File: config.mk
export PLATFORM = sky130hd
export DESIGN_NAME = dp_out_drain
export DESIGN_NICKNAME = d
export VERILOG_FILES = /design/src/rtl/dp_pkg.sv /design/src/rtl/dp_drain_fifo.sv /design/src/rtl/dp_out_drain.sv
export SDC_FILE = /design/constraint.sdc
export NUM_CORES = 1
export LEC_CHECK = 0
export BUFFER_PORTS_ARGS = -buffer_cell sky130_fd_sc_hd__buf_2
export CAP_MARGIN = 25
export CORE_MARGIN = 5
export CORE_UTILIZATION = 50
export CTS_CLUSTER_SIZE = 20
export DETAILED_ROUTE_END_ITERATION = 10
export GPL_TIMING_DRIVEN = 0
export HOLD_SLACK_MARGIN = 0.15
export PLACE_DENSITY = 0.71
export SLEW_MARGIN = 20
export SYNTH_ARGS = -nofsm -noshare
export SYNTH_HDL_FRONTEND = slang
export SYNTH_SLANG_ARGS = --single-unit
File: constraint.sdc
create_clock -name clk -period 4.5 [get_ports clk]
set_input_delay 0.9 -clock clk [delete_from_list [all_inputs] [get_ports clk]]
set_output_delay 0.9 -clock clk [all_outputs]
set_load 0.05 [all_outputs]
File: src/rtl/dp_pkg.sv
// Shared types and constants for the SMAC output drain path.
// The drain walks NUM_GROUPS mux groups and counts the words popped.
package dp_pkg;

  typedef enum logic [1:0] {
    IDLE  = 2'd0,
    ISSUE = 2'd1,
    DRAIN = 2'd2,
    DONE  = 2'd3
  } drain_state_t;

  localparam int NUM_GROUPS = 4;
  localparam int GRP_W      = 2;
  localparam int POP_W      = 3;

endpackage

File: src/rtl/dp_drain_fifo.sv
// Small synchronous FIFO between the data path output register and the stream port.
// A push and a pop in the same cycle are allowed at any occupancy, including full.
module dp_drain_fifo #(
  parameter int BW    = 128,
  parameter int DEPTH = 4
) (
  input  logic                       clk,
  input  logic                       rst_n,
  input  logic                       push,
  input  logic [BW-1:0]              wdata,
  input  logic                       pop,
  output logic [BW-1:0]              rdata,
  output logic                       empty,
  output logic                       full,
  output logic [$clog2(DEPTH):0]     count
);

  localparam int AW = $clog2(DEPTH);
  localparam int CW = AW + 1;
  localparam logic [AW-1:0] PTR_ONE = AW'(1);
  localparam logic [CW-1:0] CNT_ONE = CW'(1);
  localparam logic [CW-1:0] CNT_MAX = CW'(DEPTH);

  logic [BW-1:0] mem [DEPTH];
  logic [AW-1:0] wr_ptr;
  logic [AW-1:0] rd_ptr;
  logic          do_pop;

  assign do_pop = pop && !empty;
  assign empty  = (count == '0);
  assign full   = (count == CNT_MAX);
  // Head is forced to zero while empty so the stream data is clean out of reset.
  assign rdata  = empty ? '0 : mem[rd_ptr];

  always_ff @(posedge clk or negedge rst_n) begin
    if (!rst_n) begin
      wr_ptr <= '0;
      rd_ptr <= '0;
      count  <= '0;
    end else begin
      if (push)   wr_ptr <= wr_ptr + PTR_ONE;
      if (do_pop) rd_ptr <= rd_ptr + PTR_ONE;
      case ({push, do_pop})
        2'b10:   count <= count + CNT_ONE;
        2'b01:   count <= count - CNT_ONE;
        default: count <= count;
      endcase
    end
  end

  always_ff @(posedge clk) begin
    if (push) mem[wr_ptr] <= wdata;
  end

`ifndef SYNTHESIS
  a_no_overflow: assert property (@(posedge clk) disable iff (!rst_n)
    !(push && full && !pop));
`endif

endmodule

File: src/rtl/dp_out_drain.sv
// Output drain sequencer: steps the data path output mux through the four groups,
// pulses write-back, and streams the captured words out through a credit-managed FIFO.
module dp_out_drain
  import dp_pkg::*;
#(
  parameter int BW    = 128,
  parameter int DEPTH = 4
) (
  input  logic             clk,
  input  logic             rst_n,
  input  logic             start,
  output logic [GRP_W-1:0] sel_mux_out,
  output logic             wb,
  input  logic [BW-1:0]    dp_out_data,
  output logic             m_valid,
  input  logic             m_ready,
  output logic [BW-1:0]    m_data,
  output logic             busy,
  output logic             done
);

  localparam int CW = $clog2(DEPTH) + 1;
  localparam logic [CW:0]      CREDIT_MAX = (CW + 1)'(DEPTH);
  localparam logic [GRP_W-1:0] GRP_ONE    = GRP_W'(1);
  localparam logic [GRP_W-1:0] GRP_LAST   = GRP_W'(NUM_GROUPS - 1);
  localparam logic [POP_W-1:0] POP_ONE    = POP_W'(1);
  localparam logic [POP_W-1:0] POP_LAST   = POP_W'(NUM_GROUPS - 1);

  drain_state_t     state;
  drain_state_t     state_nxt;
  logic [GRP_W-1:0] grp;
  logic [GRP_W-1:0] grp_nxt;
  logic [GRP_W-1:0] sel_q;
  logic [POP_W-1:0] pop_cnt;
  logic [POP_W-1:0] pop_cnt_nxt;
  logic             wb_p1;
  logic [CW-1:0]    fifo_count;
  logic             fifo_empty;
  logic             fifo_full;
  logic             pop;
  logic             credit;

  // A word whose write-back was issued last cycle is still in flight and owns a slot.
  assign credit      = ({1'b0, fifo_count} + {{CW{1'b0}}, wb_p1}) < CREDIT_MAX;
  assign m_valid     = !fifo_empty;
  assign pop         = m_valid && m_ready;
  assign busy        = (state != IDLE);
  assign sel_mux_out = wb ? grp : sel_q;

  always_comb begin
    state_nxt   = state;
    grp_nxt     = grp;
    pop_cnt_nxt = pop_cnt;
    wb          = 1'b0;
    done        = 1'b0;
    if (pop) pop_cnt_nxt = pop_cnt + POP_ONE;
    case (state)
      IDLE: begin
        if (start) begin
          state_nxt   = ISSUE;
          grp_nxt     = '0;
          pop_cnt_nxt = '0;
        end
      end
      ISSUE: begin
        if (credit) begin
          wb      = 1'b1;
          grp_nxt = grp + GRP_ONE;
          if (grp == GRP_LAST) state_nxt = DRAIN;
        end
      end
      DRAIN: begin
        if (pop && (pop_cnt == POP_LAST)) state_nxt = DONE;
      end
      DONE: begin
        done      = 1'b1;
        state_nxt = IDLE;
      end
      default: state_nxt = IDLE;
    endcase
  end

  // Stage p0 -> p1: write-back issued, data path output register loads next edge
  always_ff @(posedge clk or negedge rst_n) begin
    if (!rst_n) begin
      state   <= IDLE;
      grp     <= '0;
      pop_cnt <= '0;
      sel_q   <= '0;
      wb_p1   <= 1'b0;
    end else begin
      state   <= state_nxt;
      grp     <= grp_nxt;
      pop_cnt <= pop_cnt_nxt;
      sel_q   <= sel_mux_out;
      wb_p1   <= wb;
    end
  end

  // Stage p1: registered data path word is captured into the FIFO
  dp_drain_fifo #(
    .BW    (BW),
    .DEPTH (DEPTH)
  ) u_fifo (
    .clk   (clk),
    .rst_n (rst_n),
    .push  (wb_p1),
    .wdata (dp_out_data),
    .pop   (pop),
    .rdata (m_data),
    .empty (fifo_empty),
    .full  (fifo_full),
    .count (fifo_count)
  );

`ifndef SYNTHESIS
  a_issue_not_full: assert property (@(posedge clk) disable iff (!rst_n)
    wb |-> !fifo_full);
`endif

endmodule

### After elaboration in Yosys (flattened, before gate mapping)

Memories as Yosys holds them, arrays and structs flattened.
Cells that the tools add are included.

| cells by class | value |
|---|---|
| reductions and logical operators | 11 |
| add/sub/neg operators | 7 |
| order comparisons | 1 |
| equal/unequal tests | 11 |
| mux-type cells | 19 |

Operators with widths:

| operator | count |
|---|---|
| 2-to-1 mux 128 bit | 1 |
| 2-to-1 mux 2 bit | 7 |
| 2-to-1 mux 3 bit | 3 |
| equality test 2 bit (second input constant) | 4 |
| != test 2 bit (second input constant) | 4 |
| one-hot mux 2 bit (4 select lines) | 1 |
| adder 2 x 1 -> 2 bit (second input constant) | 3 |
| adder 3 x 1 -> 3 bit (second input constant) | 2 |
| one-hot mux 3 bit (2 select lines) | 1 |
| nonzero test 2 bit | 3 |
| 2-to-1 mux 1 bit | 5 |
| adder 3 x 1 -> 4 bit | 1 |
| equality test 2 x 1 -> 1 bit (second input constant) | 2 |
| less-than comparator 4 x 3 -> 1 bit (second input constant) | 1 |
| one-hot mux 2 bit (2 select lines) | 1 |
| AND reduction 4 bit | 1 |
| equality test 3 x 2 -> 1 bit (second input constant) | 1 |
| logical AND 1 bit | 3 |
| logical NOT 3 bit | 1 |
| AND reduction 3 bit | 1 |
| subtractor 3 x 1 -> 3 bit (second input constant) | 1 |
| logical NOT 2 bit | 1 |
| logical NOT 1 bit | 1 |

| storage, ports and cells | value |
|---|---|
| bits in registers | 17 |
| bits in writable memories | 512 |
| memories | 1 |
| bits of input ports | 132 |

Memory list:

| memory | depth | bits a word | rd ports | clocked after memory_dff | wr ports | line | text |
|---|---|---|---|---|---|---|---|
| u_fifo.mem | 4 | 128 | 1 | 0 | 1 | dp_drain_fifo.sv:24 | `logic [BW-1:0] mem [DEPTH];` |

### Longest topological paths before layout

| depth | value |
|---|---|
| depth after elaboration | 6 |
| depth in mapped cells | 8 |

### Hierarchy

Synthesis repeated with hierarchy kept, for this count alone.

| unflattened totals | value |
|---|---|
| cells, all modules | 896 |
| area total of the unflattened synthesis | 20303.2 um^2 |

Modules (own cells, without submodules):

| module | times used | seq. area each (um^2) | cells an instance | area each (um^2) |
|---|---|---|---|---|
| dp_drain_fifo | 1 | 15549.9 | 849 | 19732.7 |
| dp_out_drain | 1 | 250.2 | 47 | 570.5 |

### Worst setup path after synthesis

No wires, ideal clock.

| timing path | value |
|---|---|
| path kind | flip-flop to flip-flop |
| from | reg u_fifo.wr_ptr[0] |
| to | mem u_fifo.mem[0][0], enable pin |
| path slack | 0.440 ns |
| required time | 3.998 ns |
| cell stages (with the launch flop) | 4 |
| arrival | 3.559 ns |
| library setup time | 0.502 ns |
| path buffers | 0 |
| cell sequence | dfrtp_1 > inv_1 > ha_1 > and2_1 |

RTL lines:

| what | line | text |
|---|---|---|
| start, declared | dp_drain_fifo.sv:25 | `logic [AW-1:0] wr_ptr;` |
| start signal, assigned | dp_drain_fifo.sv:41 | `if (push) wr_ptr <= wr_ptr + PTR_ONE;` |
| end, declared | dp_drain_fifo.sv:24 |  |

No word-level cell before the write port.

### Final worst setup path

| timing path | value |
|---|---|
| from | reg u_fifo.count[0] |
| to | out m_data[42] |

| between the ends | value |
|---|---|
| longest elaborated chain between the ends | 2 |

RTL lines:

| what | line | text |
|---|---|---|
| start, declared | dp_drain_fifo.sv:15 | `output logic [$clog2(DEPTH):0] count` |
| start signal, assigned | dp_drain_fifo.sv:44 | `2'b10: count <= count + CNT_ONE;` |
| start signal, assigned | dp_drain_fifo.sv:45 | `2'b01: count <= count - CNT_ONE;` |
| start signal, assigned | dp_drain_fifo.sv:46 | `default: count <= count;` |
| logical NOT 3 bit | dp_drain_fifo.sv:30 | `assign empty = (count == '0);` |
| 2-to-1 mux 128 bit | dp_drain_fifo.sv:33 | `assign rdata = empty ? '0 : mem[rd_ptr];` |
| end, declared | dp_out_drain.sv:17 | `output logic [BW-1:0] m_data,` |

Every way passes these cells.

==> flow_metrics.env <==
export IMPL_synth_top_cell_area_share_pct=75.9
export IMPL_dp_cells=1697
export IMPL_skew_ns=0.0128
export IMPL_ys_types=27
export IMPL_max_freq_mhz=268
export IMPL_grt_pass1_wl_um=61500
export IMPL_hpwl_um=26200
export IMPL_io_buffer_count=265
export IMPL_fin_crit_sh_pct=82.9
export IMPL_chipWidth_um=211
export IMPL_finalCriticalPeriod_ns=3.73
export IMPL_setup_slack_ns=0.768
export IMPL_netlist_area_sq_um=20300
export IMPL_critical_path_max_fanout=10
export IMPL_worstSetupEndpointType="output port"
export IMPL_track_usage_pct=18.2
export IMPL_die_area_sq_um=44700
export IMPL_r2r_setup_slack_ns=2.50
export IMPL_insertion_delay_ns=0.60
export IMPL_cp_start_kind="flip-flop"
export IMPL_grt_pass1_vias=10390
export IMPL_start_util_pct=50.8
export IMPL_cts_buffer_depth=3
export IMPL_regToRegStartpoint="u_fifo.wr_ptr[0]"
export IMPL_ctsHoldBuffers=0
export IMPL_cap_violations=0
export IMPL_nets=1371
export IMPL_setup_violations=0
export IMPL_postSynthAreaPerCell_sq_um=22.6
export IMPL_internal_power_mw=11.0
export IMPL_synth_warnings=0
export IMPL_via_count=9674
export IMPL_htreeDepth=2
export IMPL_required_ns=3.60
export IMPL_timing_hold_violations_final=0
export IMPL_synth_top_cells_by_count="edfxtp_1 (512), and2_1 (133), mux4_2 (128)"
export IMPL_clkPwrFrac_pct=23.7
export IMPL_fin_total_pwr_mw=18.2
export IMPL_p_comb_share_pct=42.7
export IMPL_synth_nets=1040
export IMPL_cp_startpoint="u_fifo.count[0]"
export IMPL_crit_type="flip-flop to output port"
export IMPL_syn_inst=895
export IMPL_die_h_um=211
export IMPL_antenna_found_initial=5
export IMPL_cts_clk_slew_worst_paths_ns=0.06
export IMPL_max_vdd_ir_drop_mv=0.446
export IMPL_area_delta_synth_final_pct=19.9
export IMPL_coreArea_sq_um=39900
export IMPL_place_area_sq_um=22600
export IMPL_wl_per_cell_um=22.8
export IMPL_synth_area_leaders="edfxtp_1 (76%), mux4_2 (14%), and2_1 (4.1%)"
export IMPL_rsz0062_at_grt="false"
export IMPL_busiest_layer="met2"
export IMPL_numCtsBuffers=52
export IMPL_cellPowerDensity_nw_per_um2=748
export IMPL_tns_ns=0
export IMPL_post_cts_setup_buffers=0
export IMPL_grt_max_degree=48
export IMPL_cts_tree="yes"
export IMPL_drive_above_1_share_pct=40.9
export IMPL_yosysMostFrequentCell="edfxtp_1"
export IMPL_synth_seq_cells=529
export IMPL_gp_congestion=0.726
export IMPL_grt_overflow=0
export IMPL_synthFlopType="edfxtp_1"
export IMPL_p_leak_nw=8.42
export IMPL_arrival_ns=2.83
export IMPL_final_cell_area_sq_um=24300
export IMPL_slew_headroom_pct=39.3
export IMPL_grtUsageMet3_pct=4.61
export IMPL_power_frac_seq_pct=33.6
export IMPL_clkSinkCount=529
export IMPL_via_per_inst=5.39
export IMPL_fp_row_count=73
export IMPL_postRouteAntennaNets=0
export IMPL_seq_area_frac_synth_pct=78.0
export IMPL_cts_root_buf="clkbuf_16"
export IMPL_yosysTopAreaCell="edfxtp_1"
export IMPL_wl_um=40900
export IMPL_p_switching_mw=7.20
export IMPL_stdcell_count=1796
export IMPL_use_met2_pct=30.9
export IMPL_ioPinCount=266
export IMPL_async_flop_share_pct=3.21
export IMPL_slew_violations=0
export IMPL_timing_hold_ws_ns=0.229
export IMPL_place_ws_ns=1.25
export IMPL_cts_resized=0
export IMPL_drcViolationCount=0
export IMPL_drt_iter0_markers=694
export IMPL_dr_pass1_iters=6
export IMPL_utilization_pct=60.9
export IMPL_status="completed"
export IMPL_gr_usage_met1_pct=24.1
export IMPL_worstMarginPinSlew_ns=0.911
export IMPL_synth_edff_count=512
export IMPL_swShare_pct=39.6
export IMPL_min_path_type="primary input to asynchronous set/reset pin"
cell families after synthesis:
kind of cell	Yosys count	share of synthesized area, %
flops	529	78.0
simple gates	142	4.28
mux	134	14.5
buf+inv	56	1.57
compound gates	14	0.494
fa+ha+maj	13	0.840
xor+xnor	7	0.303
sequential cells by signal (all words and copies together), names as in the netlist, 2 cells and up:
| register | cells |
|---|---|
| u_fifo.mem | 512 |
| u_fifo.count | 3 |
| pop_cnt | 3 |
| sel_q | 2 |
| u_fifo.wr_ptr | 2 |
| state | 2 |
| grp | 2 |
| u_fifo.rd_ptr | 2 |
power groups by stage:
| stage | sequential, mW | combinational [mW] | clock, mW |
|---|---|---|---|
| 5_1_grt | 6.15 | 8.21 | 4.63 |
| 6_report | 6.11 | 7.76 | 4.30 |
| 3_3_place_gp | 6.31 | 7.73 | 0 |
| 2_1_floorplan | 6.23 | 5.94 | 0 |
| 4_1_cts | 6.12 | 7.91 | 4.40 |
| 3_5_place_dp | 6.22 | 7.88 | 0 |
cells in the final DEF, fill, tap and decap left out, drive strengths merged:
cell type / count
edfxtp: 512
clkinvlp: 1
dfrtp: 17
and2: 133
or3: 1
diode: 2
o32a: 1
nand2: 5
a31oi: 1
o21ai: 5
bufinv: 5
o31a: 1
clkbuf: 89
mux2: 3
clkinv: 16
a221oi: 1
buf: 307
xor2: 4
fa: 1
o221a: 1
a21oi: 2
mux2i: 3
a211oi: 1
ha: 12
nor2: 3
mux4: 128
xnor2: 3
a21boi: 1
inv: 12
metal layers:
layer | up-vias | share of wire [%]
met5 | - | 0.12
met1 | 4963 | 39
li1 | 4311 | -
met3 | 67 | 7.2
met2 | 325 | 51
met4 | 8 | 1.9
worst max-delay path, cell delays in order, from the launching register on:
cell	delay, ns
dfrtp_1	0.43
or3_1	0.18
clkbuf_1	0.69
clkbuf_1	0.43
and2_1	0.20
buf_2	0.30
path summary, 6_finish.rpt:
check | cells after the start | endpoint
max in group asynchronous | 1 | state[0]
setup reg to reg | 5 | u_fifo.mem[2][0]
hold / removal | 1 | state[1]
setup / recovery | 5 | m_data[42]
hold reg to reg | 1 | sel_q[1]
min in group clk | 1 | sel_q[1]
cell type report:
type	count	area (sq um)
diodes	2	5.00
fillers	2782	15600
inverters	10	37.5
multi-input cells	310	4160
plain buffers	46	282
well taps	525	657
clock buffers	73	1440
repair buffers	277	1630
clock inverters	24	278
flip-flops and latches	529	15800
Note: power is estimated with default switching activity, not from simulation.
